File: config.mk
export PLATFORM = sky130hd
export DESIGN_NAME = mmio_console_uart_flat
export DESIGN_NICKNAME = d
export VERILOG_FILES = /design/src/rtl/console_pkg.sv /design/src/rtl/mmio_console_uart_if.sv /design/src/rtl/sync_fifo.sv /design/src/rtl/mmio_console_uart.sv /design/src/flat_wrapper.sv
export SDC_FILE = /design/constraint.sdc
export NUM_CORES = 1
export LEC_CHECK = 0
export ABC_AREA = 1
export CORE_MARGIN = 3
export CORE_UTILIZATION = 40
export DETAILED_ROUTE_END_ITERATION = 12
export HOLD_SLACK_MARGIN = 0.08
export PLACE_DENSITY = 0.63
export SETUP_SLACK_MARGIN = 0.1
export SLEW_MARGIN = 25
export SYNTH_ARGS = -nofsm -noshare
export SYNTH_HDL_FRONTEND = slang
export SYNTH_HIERARCHICAL = 1
export SYNTH_SLANG_ARGS = --single-unit
File: constraint.sdc
create_clock -name clk -period 2.6 [get_ports clk]
set_clock_uncertainty 0.15 [all_clocks]
set_input_delay 0.52 -clock clk [delete_from_list [all_inputs] [get_ports clk]]
set_output_delay 0.52 -clock clk [all_outputs]
set_load 0.02 [all_outputs]
File: src/rtl/console_pkg.sv
// Shared constants and types for the MMIO console UART.
package console_pkg;

  localparam logic [31:0] CONSOLE_ADDR_DEFAULT = 32'h0020_0000;
  localparam logic [31:0] FINISH_ADDR_DEFAULT  = 32'h1000_0000;

  typedef enum logic [1:0] {
    IDLE,
    START,
    DATA,
    STOP
  } uart_state_e;

endpackage

File: src/rtl/mmio_console_uart_if.sv
// DCCM write-port snoop bundle: the core drives it, the console observes it.
interface mmio_console_uart_if #(
  parameter int XLEN = 32
);

  logic            dccm_wen;
  logic [XLEN-1:0] dccm_waddr;
  logic [XLEN-1:0] dccm_wdata;

  modport master (output dccm_wen, dccm_waddr, dccm_wdata);
  modport slave  (input  dccm_wen, dccm_waddr, dccm_wdata);

endinterface

File: src/rtl/sync_fifo.sv
// Single-clock FIFO. A push while full or a pop while empty is ignored;
// dropping policy and accounting live with the caller.
module sync_fifo #(
  parameter int WIDTH = 8,
  parameter int DEPTH = 16,
  localparam int AW = $clog2(DEPTH),
  localparam int CW = AW + 1
) (
  input  logic             clk,
  input  logic             rst_n,
  input  logic             push,
  input  logic [WIDTH-1:0] din,
  input  logic             pop,
  output logic [WIDTH-1:0] dout,
  output logic             full,
  output logic             empty,
  output logic [CW-1:0]    count
);

  logic [WIDTH-1:0] mem [DEPTH];
  logic [AW-1:0]    wr_ptr;
  logic [AW-1:0]    rd_ptr;
  logic             do_push;
  logic             do_pop;

  assign full    = (count == CW'(DEPTH));
  assign empty   = (count == '0);
  assign do_push = push && !full;
  assign do_pop  = pop && !empty;
  assign dout    = mem[rd_ptr];

  // Pointers wrap naturally because DEPTH is a power of two.
  always_ff @(posedge clk or negedge rst_n) begin
    if (!rst_n) begin
      wr_ptr <= '0;
      rd_ptr <= '0;
      count  <= '0;
    end else begin
      if (do_push) wr_ptr <= wr_ptr + 1'b1;
      if (do_pop)  rd_ptr <= rd_ptr + 1'b1;
      count <= count + CW'(do_push) - CW'(do_pop);
    end
  end

  // Storage array carries data only, so it needs no reset.
  always_ff @(posedge clk) begin
    if (do_push) mem[wr_ptr] <= din;
  end

endmodule

File: src/rtl/mmio_console_uart.sv
// Snoops core stores: console bytes are queued and sent as UART 8N1,
// a finish store latches a sticky flag and its code. Never back-pressures.
module mmio_console_uart
  import console_pkg::*;
#(
  parameter int              XLEN         = 32,
  parameter logic [XLEN-1:0] CONSOLE_ADDR = XLEN'(CONSOLE_ADDR_DEFAULT),
  parameter logic [XLEN-1:0] FINISH_ADDR  = XLEN'(FINISH_ADDR_DEFAULT),
  parameter int              FIFO_DEPTH   = 16,
  parameter int              CLKS_PER_BIT = 868
) (
  input  logic                clk,
  input  logic                rst_n,
  mmio_console_uart_if.slave  bus,
  output logic                uart_tx,
  output logic                tx_busy,
  output logic                fifo_full,
  output logic [15:0]         drop_count,
  output logic                finish,
  output logic [XLEN-1:0]     finish_code
);

  localparam int                BAUD_W    = $clog2(CLKS_PER_BIT);
  localparam int                CNT_W     = $clog2(FIFO_DEPTH) + 1;
  localparam logic [BAUD_W-1:0] BAUD_LAST = BAUD_W'(CLKS_PER_BIT - 1);

  logic              console_hit;
  logic              finish_hit;
  logic              fifo_pop;
  logic              fifo_empty;
  logic [7:0]        fifo_dout;
  logic [CNT_W-1:0]  fifo_count;

  uart_state_e       state_q, state_d;
  logic [BAUD_W-1:0] baud_q, baud_d;
  logic [2:0]        bit_q, bit_d;
  logic [7:0]        shift_q, shift_d;
  logic              tx_q, tx_d;

  assign console_hit = bus.dccm_wen && (bus.dccm_waddr == CONSOLE_ADDR);
  assign finish_hit  = bus.dccm_wen && (bus.dccm_waddr == FINISH_ADDR);
  assign uart_tx     = tx_q;
  assign tx_busy     = (state_q != IDLE) || (fifo_count != '0);

  sync_fifo #(.WIDTH(8), .DEPTH(FIFO_DEPTH)) u_fifo (
    .clk   (clk),
    .rst_n (rst_n),
    .push  (console_hit),
    .din   (bus.dccm_wdata[7:0]),
    .pop   (fifo_pop),
    .dout  (fifo_dout),
    .full  (fifo_full),
    .empty (fifo_empty),
    .count (fifo_count)
  );

  // Count console bytes lost to a full FIFO (registered full, pop ignored).
  always_ff @(posedge clk or negedge rst_n) begin
    if (!rst_n) begin
      drop_count <= '0;
    end else if (console_hit && fifo_full && (drop_count != 16'hFFFF)) begin
      drop_count <= drop_count + 16'd1;
    end
  end

  // Capture only the first finish store; later ones are ignored.
  always_ff @(posedge clk or negedge rst_n) begin
    if (!rst_n) begin
      finish      <= 1'b0;
      finish_code <= '0;
    end else if (finish_hit && !finish) begin
      finish      <= 1'b1;
      finish_code <= bus.dccm_wdata;
    end
  end

  // UART control state; tx is a flop so the line never glitches.
  always_ff @(posedge clk or negedge rst_n) begin
    if (!rst_n) begin
      state_q <= IDLE;
      baud_q  <= '0;
      bit_q   <= '0;
      tx_q    <= 1'b1;
    end else begin
      state_q <= state_d;
      baud_q  <= baud_d;
      bit_q   <= bit_d;
      tx_q    <= tx_d;
    end
  end

  // Shift register holds payload only; it is always loaded before use.
  always_ff @(posedge clk) begin
    shift_q <= shift_d;
  end

  // Next state and next line level; tx_d is the level for the coming cycle.
  always_comb begin
    state_d  = state_q;
    baud_d   = baud_q;
    bit_d    = bit_q;
    shift_d  = shift_q;
    tx_d     = 1'b1;
    fifo_pop = 1'b0;
    unique case (state_q)
      IDLE: begin
        if (!fifo_empty) begin
          state_d  = START;
          fifo_pop = 1'b1;
          shift_d  = fifo_dout;
          baud_d   = '0;
          tx_d     = 1'b0;
        end
      end
      START: begin
        tx_d = 1'b0;
        if (baud_q == BAUD_LAST) begin
          state_d = DATA;
          baud_d  = '0;
          bit_d   = '0;
          tx_d    = shift_q[0];
        end else begin
          baud_d = baud_q + 1'b1;
        end
      end
      DATA: begin
        tx_d = shift_q[0];
        if (baud_q == BAUD_LAST) begin
          baud_d = '0;
          if (bit_q == 3'd7) begin
            state_d = STOP;
            tx_d    = 1'b1;
          end else begin
            shift_d = {1'b0, shift_q[7:1]};
            bit_d   = bit_q + 3'd1;
            tx_d    = shift_q[1];
          end
        end else begin
          baud_d = baud_q + 1'b1;
        end
      end
      STOP: begin
        tx_d = 1'b1;
        if (baud_q == BAUD_LAST) begin
          state_d = IDLE;
          baud_d  = '0;
        end else begin
          baud_d = baud_q + 1'b1;
        end
      end
      default: state_d = IDLE;
    endcase
  end

endmodule
File: src/flat_wrapper.sv
// flat-port wrapper written by rule: the top's interface ports become plain ports
module mmio_console_uart_flat import console_pkg::*;
#(
  parameter int              XLEN         = 32,
  parameter logic [XLEN-1:0] CONSOLE_ADDR = XLEN'(CONSOLE_ADDR_DEFAULT),
  parameter logic [XLEN-1:0] FINISH_ADDR  = XLEN'(FINISH_ADDR_DEFAULT),
  parameter int              FIFO_DEPTH   = 16,
  parameter int              CLKS_PER_BIT = 868
)
  (clk, rst_n, uart_tx, tx_busy, fifo_full, drop_count, finish, finish_code, bus_dccm_wen, bus_dccm_waddr, bus_dccm_wdata);
  mmio_console_uart_if #(.XLEN(XLEN)) bus_i ();
  input  logic clk;
  input  logic rst_n;
  output logic uart_tx;
  output logic tx_busy;
  output logic fifo_full;
  output logic [15:0] drop_count;
  output logic finish;
  output logic [XLEN-1:0] finish_code;
  input wire logic [$bits(bus_i.dccm_wen)-1:0] bus_dccm_wen;
  input wire logic [$bits(bus_i.dccm_waddr)-1:0] bus_dccm_waddr;
  input wire logic [$bits(bus_i.dccm_wdata)-1:0] bus_dccm_wdata;
  assign bus_i.dccm_wen = bus_dccm_wen;
  assign bus_i.dccm_waddr = bus_dccm_waddr;
  assign bus_i.dccm_wdata = bus_dccm_wdata;
  mmio_console_uart #(.XLEN(XLEN), .CONSOLE_ADDR(CONSOLE_ADDR), .FINISH_ADDR(FINISH_ADDR), .FIFO_DEPTH(FIFO_DEPTH), .CLKS_PER_BIT(CLKS_PER_BIT)) u_core (.clk(clk), .rst_n(rst_n), .bus(bus_i), .uart_tx(uart_tx), .tx_busy(tx_busy), .fifo_full(fifo_full), .drop_count(drop_count), .finish(finish), .finish_code(finish_code));
endmodule
==> metrics, run 1 <==
r2r setup slk 260 ps; H-tree levels 1; Post-synth EDFFs 136; Via Count 7741; Synth Warn # 6; CP cell instances clkdlybuf4s50_1 -> inv_1 -> nand3_2 -> nor2_2 -> nand3_2 -> nor2_4 -> nand2_2 -> ha_4 -> inv_2 -> ha_4 -> fa_2 -> nand3_2 -> nand2_1 -> xor2_1; area taken by multi-input logic gates 0.003500 sq mm; WS Path Type input port to flip-flop; # diodes 0; Global Route Usage Sum 0.1667; CTS tree done; drt pass-1 iters 5; Leakage 5.843 nW; clock sink total 214; HPWL Detailed 15730 microns; CP Launch Type input port; first-pass GRT wire length 38030 microns; Max Fclk 417.4 MHz; worst hold path type input port to async pin; DRC 0; initial antenna violation count 0; Post-Syn Area 0.01021 sq mm; synthesized instance count 1127; Post-Synthesis Net Count 1215; total I/O pin count 119; WL final 23500 microns; fin area 0.01300 sq mm; RSZ-0062 raised after global routing no; vias in the first global route 7301; Layout Cells excl Fill 1633; total die area 0.02747 sq mm; Core ar. 0.02468 sq mm; Synth cell types 41; Arr. time, crit path 2630 ps; Clock Pin Slew Worst Setup and Hold Paths 60 ps; input/output buffers 118; Antenna Nets Post-Route 0; area grow syn2layout 27.37%; Top cell by count, worst path nand3_2; # rows 57; FF+latch area 0.006038 sq mm; #FFs+latches synth 214; Final Critical Period 2396 ps; Clock Latency Late Sink 510 ps; setup ws final 204.2 ps; final hold vios 0; Synth top area share 0.4000; fin crit share 0.9215; CTS Buf Count 23; R2R Path Start u_core/u_fifo/count[2]; crit-path max FO 2; setup tns final 0 ps; Fillers 2264; Slew headroom 0.6677; final setup fails 0; layout cells sized above 1 0.1115; layout net count 1380; reg-to-reg endpoint u_core/u_fifo/count[4]; status finished clean; die width 165.8 microns; drt initial violations 463; largest net degree at the start of global routing 82; gr ovfl total 0; Worst Path Required 2840 ps; post-DR wirelength/cell 14.39 microns; Initial Util 0.4137; Worst-Margin Slew 498.4 ps; Slowest Stage Delay on Critical Path 400 ps; Chip Height 165.8 microns; GPL Wtd Cong 0.8272; pwr dens 566.9 mW/mm^2; Via density 4.740; Placed Area 0.01204 sq mm; Crit-path slowest cell clkdlybuf4s50_1; Async SR Flop Fraction 0.3645; Reg2Reg Depth 14; Place WS -487.4 ps; critical path capture point type flip-flop; Final Power 7.371 mW; CTS Buffer Depth 3; Synth area leaders edfxtp_1 (40%), dfrtp_1 (19%), nand2_1 (14%); placed cells 1586; IR drop worst, VDD 405.6 uV; Avg Inst Size Synth 9.058 sq um; post-synth top area cell edfxtp_1; Post-synth top flop edfxtp_1; Root Buffer Master clkbuf_16; Max Cap Violations 0; Seq/Total Area, Yosys 0.5914; Final Slew Violations 0
## stage by stage
step / hold slack, ps / utilization
finish: 327.8 / 0.5269
global route: 356.6 / 0.5269
CTS: 319.7 / 0.5227
detailed placement: 313.6 / 0.4881
global placement: 312.8 / 0.4881
floorplan: 74.41 / -
## layer usage
| layer | wire [microns] | track usage | part of all wire |
|---|---|---|---|
| met5 | 0 | 0 | 0 |
| met4 | 459 | 0.03978 | 0.020 |
| met3 | 1647 | 0.04070 | 0.070 |
| met2 | 10910 | 0.2758 | 0.46 |
| met1 | 10480 | 0.2235 | 0.45 |
## worst max-delay path, delay by kind of cell
family / cells / cell delay, ps
buffers and inverters: 3 / 510
XOR/XNOR: 1 / 130
AND/OR/NAND/NOR: 7 / 680
adder cells (fa/ha/maj): 3 / 770
## sequential cells by signal, summed over array words and instances, names as in the netlist, 4 cells and up
| name | cells |
|---|---|
| u_core/finish_code | 32 |
| u_core/u_fifo/wr_ptr | 4 |
| u_core/u_fifo/mem | 128 |
| u_core/u_fifo/rd_ptr | 4 |
| u_core/shift_q | 8 |
| u_core/drop_count | 16 |
| u_core/u_fifo/count | 5 |
| u_core/baud_q | 10 |
## synthesized netlist by cell type, types with 2 or more instances
cell,n
nor3b_1,2
inv_2,4
buf_2,15
ha_1,20
dfrtp_1,77
buf_4,5
nor3_1,6
xnor2_1,6
o21ai_0,23
nand4_1,27
nand2_1,384
a21oi_1,6
o21ai_2,4
edfxtp_1,136
nand3_1,71
nor4_1,2
o21ai_1,20
xor2_1,13
inv_1,144
nor2_1,129
buf_6,7
nor3_2,2
clkbuf_1,6
## power breakdown
group	total [mW]	switching [mW]	internal (mW)	leakage, nW
clock	3.53	1.33	2.20	0.403
combinational	0.223	0.107	0.115	3.18
sequential	3.62	0.0000137	3.62	2.26
## timing repair
action	in CTS	in global routing
resized for setup	8	32
hold buffers	1	0
buffers inserted	1	3
hold endpoints to repair	24	0
pin swaps	4	10
setup endpoints to repair	3	132
## final cells by class
class / count / area share
sequential: 214 / 0.4644
timing repair buffer: 175 / 0.1280
inverter: 149 / 0.04330
multi-input combinational: 729 / 0.2691
clock inverter: 13 / 0.01318
tap: 324 / 0.03118
clock buffer: 29 / 0.05081
## kinds of logic (layout without fill, tap and decap cells)
kind of cell             count (synthesis)  count (layout)  synth area share
AND/OR/NAND/NOR                        633             633            0.2582
flip-flops                             214             214            0.5914
buffers and inverters                  184             366           0.07758
AO/OA/AOI/OAI                           55              55           0.02905
adder cells (fa/ha/maj)                 21              21           0.02647
XOR/XNOR                                19              19           0.01630
multiplexers                             1               1         0.0009806
## worst max-delay path by stage
stage                                 from                      to  cells after the start
floorplan                bus_dccm_waddr[9]  u_core/u_fifo/count[4]                     13
global placement        bus_dccm_waddr[23]  u_core/u_fifo/count[4]                     14
detailed placement      bus_dccm_waddr[23]  u_core/u_fifo/count[4]                     14
CTS                 u_core/u_fifo/count[3]               fifo_full                      5
global route            bus_dccm_waddr[15]  u_core/u_fifo/count[4]                     14
finish                   bus_dccm_waddr[2]  u_core/u_fifo/count[4]                     14
## cell usage in the layout, fill, tap and decap left out, types with 3 or more instances in the layout
cell,instances
ha_1,16
clkbuf_16,25
nor3_1,6
nand2_2,7
bufinv_16,4
inv_1,139
o21ai_0,23
nand3_2,5
nor2_2,8
clkinvlp_4,3
xnor2_1,6
inv_2,8
buf_6,3
clkinv_1,4
edfxtp_1,136
o21ai_2,4
nand4_1,27
ha_4,3
nand3_1,67
a21oi_1,6
nor2_1,118
nand2_1,378
clkdlybuf4s50_1,107
dlymetal6s2s_1,7
buf_4,51
o21ai_1,20
dfrtp_1,76
buf_12,3
xor2_1,13
nor2_4,4
Power figures use the tool's default switching activity.
==> run 2: changes to the inputs <==
Settings changed: CTS_BUF_LIST set to sky130_fd_sc_hd__clkbuf_8, HOLD_SLACK_MARGIN 0.08 to unset.
==> metrics, run 2 (synthesis gave the netlist of run 1 again) <==
die width 165.8 microns (unchanged); top layer in use met4; Final Critical Period 2424 ps (+28.66 ps); Worst-Margin Slew 504.1 ps (+5.670 ps); R2R Path Start u_core/u_fifo/count[2]; layout cells sized above 1 0.1159 (+0.004396); Final Slew Violations 0 (unchanged); RSZ-0062 raised after global routing yes; Chip Height 165.8 microns (unchanged); drt pass-1 iters 7 (+2); r2r setup slk 210 ps (-50 ps); CP cell instances clkdlybuf4s50_1 -> nor2_2 -> nand2_1 -> nor2_2 -> nand3_2 -> nor2_4 -> nand2_2 -> ha_4 -> inv_2 -> ha_4 -> fa_2 -> nand3_2 -> nand2_1 -> xor2_1; pwr dens 532.3 mW/mm^2 (-6.1%); Root Buffer Master clkbuf_8; HPWL Detailed 15730 microns (unchanged); Fillers 2280 (+0.71%); post-DR wirelength/cell 14.19 microns (-1.4%); Initial Util 0.4137 (unchanged); Fin Hold WS 310.1 ps (-17.69 ps); final setup fails 0 (unchanged); Reg2Reg Depth 14 (unchanged); critical path capture point type flip-flop; total die area 0.02747 sq mm (unchanged); WL final 23570 microns (+0.29%); GPL Wtd Cong 0.8272 (unchanged); setup ws final 175.5 ps (-28.66 ps); Global Route Usage Sum 0.1690 (+0.002299); input/output buffers 118 (unchanged); Layout Cells excl Fill 1661 (+1.7%); Clock Pin Slew Worst Setup and Hold Paths 60 ps (about the same); Place WS -487.4 ps (unchanged); Crit-path slowest cell clkdlybuf4s50_1; layout net count 1395 (+1.1%); CTS tree done; # diodes 0 (unchanged); Worst Path Required 2850 ps (about the same); area grow syn2layout 26.17%; WS Path Type input port to flip-flop; crit-path max FO 2 (unchanged); DRT met1 WL 10410 microns (-0.70%); Slowest Stage Delay on Critical Path 460 ps (+60 ps); final hold vios 0 (unchanged); setup tns final 0 ps (unchanged); gr ovfl total 0 (unchanged); largest net degree at the start of global routing 82 (unchanged); Clock Latency Late Sink 530 ps (+20 ps); Leakage 5.830 nW (-0.22%); IR drop worst, VDD 353.0 uV (-13%); biggest regs u_core/u_fifo/mem: 128 flops, u_core/finish_code: 32 flops, u_core/drop_count: 16 flops; clock sink total 214 (unchanged); reg-to-reg endpoint u_core/u_fifo/count[4]; placed cells 1586 (unchanged); commonest cells after routing, fill and taps aside nand2_1 (383), inv_1 (147), edfxtp_1 (136); worst hold path type input port to async pin; # rows 57 (unchanged); max reg flops 128 (unchanged); vias in the first global route 7469 (+2.3%); CTS Buffer Depth 3 (unchanged); Via Count 7795 (+0.70%); Arr. time, crit path 2680 ps (+50 ps); initial antenna violation count 0 (unchanged); Max Fclk 412.5 MHz (-1.2%); fin crit share 0.9325 (+0.01102); Slew headroom 0.6639 (-0.003780); met2 wire len 10890 microns (-0.26%); CTS Buf Count 38 (+65%); commonest non-fill, non-tap cell in the layout nand2_1; Max Cap Violations 0 (unchanged); largest reg by FF count u_core/u_fifo/mem; CP Launch Type input port; Core ar. 0.02468 sq mm (unchanged); DRC 0 (unchanged); status finished clean; total I/O pin count 119 (unchanged); Via density 4.693 (-1.0%); first-pass GRT wire length 38190 microns (+0.42%); drt initial violations 525 (+13%); H-tree levels 2 (+1); met3 wire length 1825 microns (+11%); Antenna Nets Post-Route 0 (unchanged)
run 2: how the worst max path moves through the flow:
stage,from,end
2_1_floorplan,bus_dccm_waddr[9],u_core/u_fifo/count[4]
3_3_place_gp,bus_dccm_waddr[23],u_core/u_fifo/count[4]
3_5_place_dp,bus_dccm_waddr[23],u_core/u_fifo/count[4]
4_1_cts,u_core/u_fifo/count[3],fifo_full
5_1_grt,u_core/u_fifo/count[3],u_core/u_fifo/count[4]
6_report,bus_dccm_waddr[23],u_core/u_fifo/count[4]
run 2: worst max-delay path, delay by kind of cell:
kind	cells	cell delay, ps
AND/OR/NAND/NOR	8	740
buffers and inverters	2	500
XOR/XNOR	1	130
adder cells (fa/ha/maj)	3	770
run 2: per-layer routing:
metal	vias to the layer above	global-route usage
li1	3962	-
met1	3570	0.2207
met2	235	0.2751
met3	28	0.05070
met4	0	0.04882
met5	-	0
run 2: repair_timing:
action / 4_1_cts / 5_1_grt
setup endpoints to repair: 3 / 4
resized for setup: 9 / 19
hold endpoints to repair: 23 / 0
pin swaps: 1 / 10
hold buffers: 1 / 0
buffers inserted: 0 / 4
run 2: per-stage QoR:
| step | util | area [sq um] | total power [mW] |
|---|---|---|---|
| 2_1_floorplan | - | 10260 | 3.721 |
| 3_3_place_gp | 0.4881 | 12040 | 3.915 |
| 3_5_place_dp | 0.4881 | 12040 | 3.916 |
| 4_1_cts | 0.5191 | 12810 | 6.957 |
| 5_1_grt | 0.5220 | 12880 | 7.140 |
| 6_report | 0.5220 | 12880 | 6.855 |
run 2: where the power goes:
group / internal [mW] / switching [mW]
logic: 0.116 / 0.107
registers: 3.62 / 0.0000136
clock network: 1.65 / 1.36
total: 5.39 / 1.46
run 2: final cells by class:
cell class | count | area (sq um) | share of cell area
flip-flops and latches | 214 | 6038 | 0.4688
multi-input cells | 729 | 3477 | 0.2700
repair buffers | 175 | 1653 | 0.1283
clock buffers | 44 | 605.6 | 0.04702
inverters | 149 | 559.3 | 0.04342
well taps | 324 | 405.4 | 0.03147
clock inverters | 26 | 141.4 | 0.01098
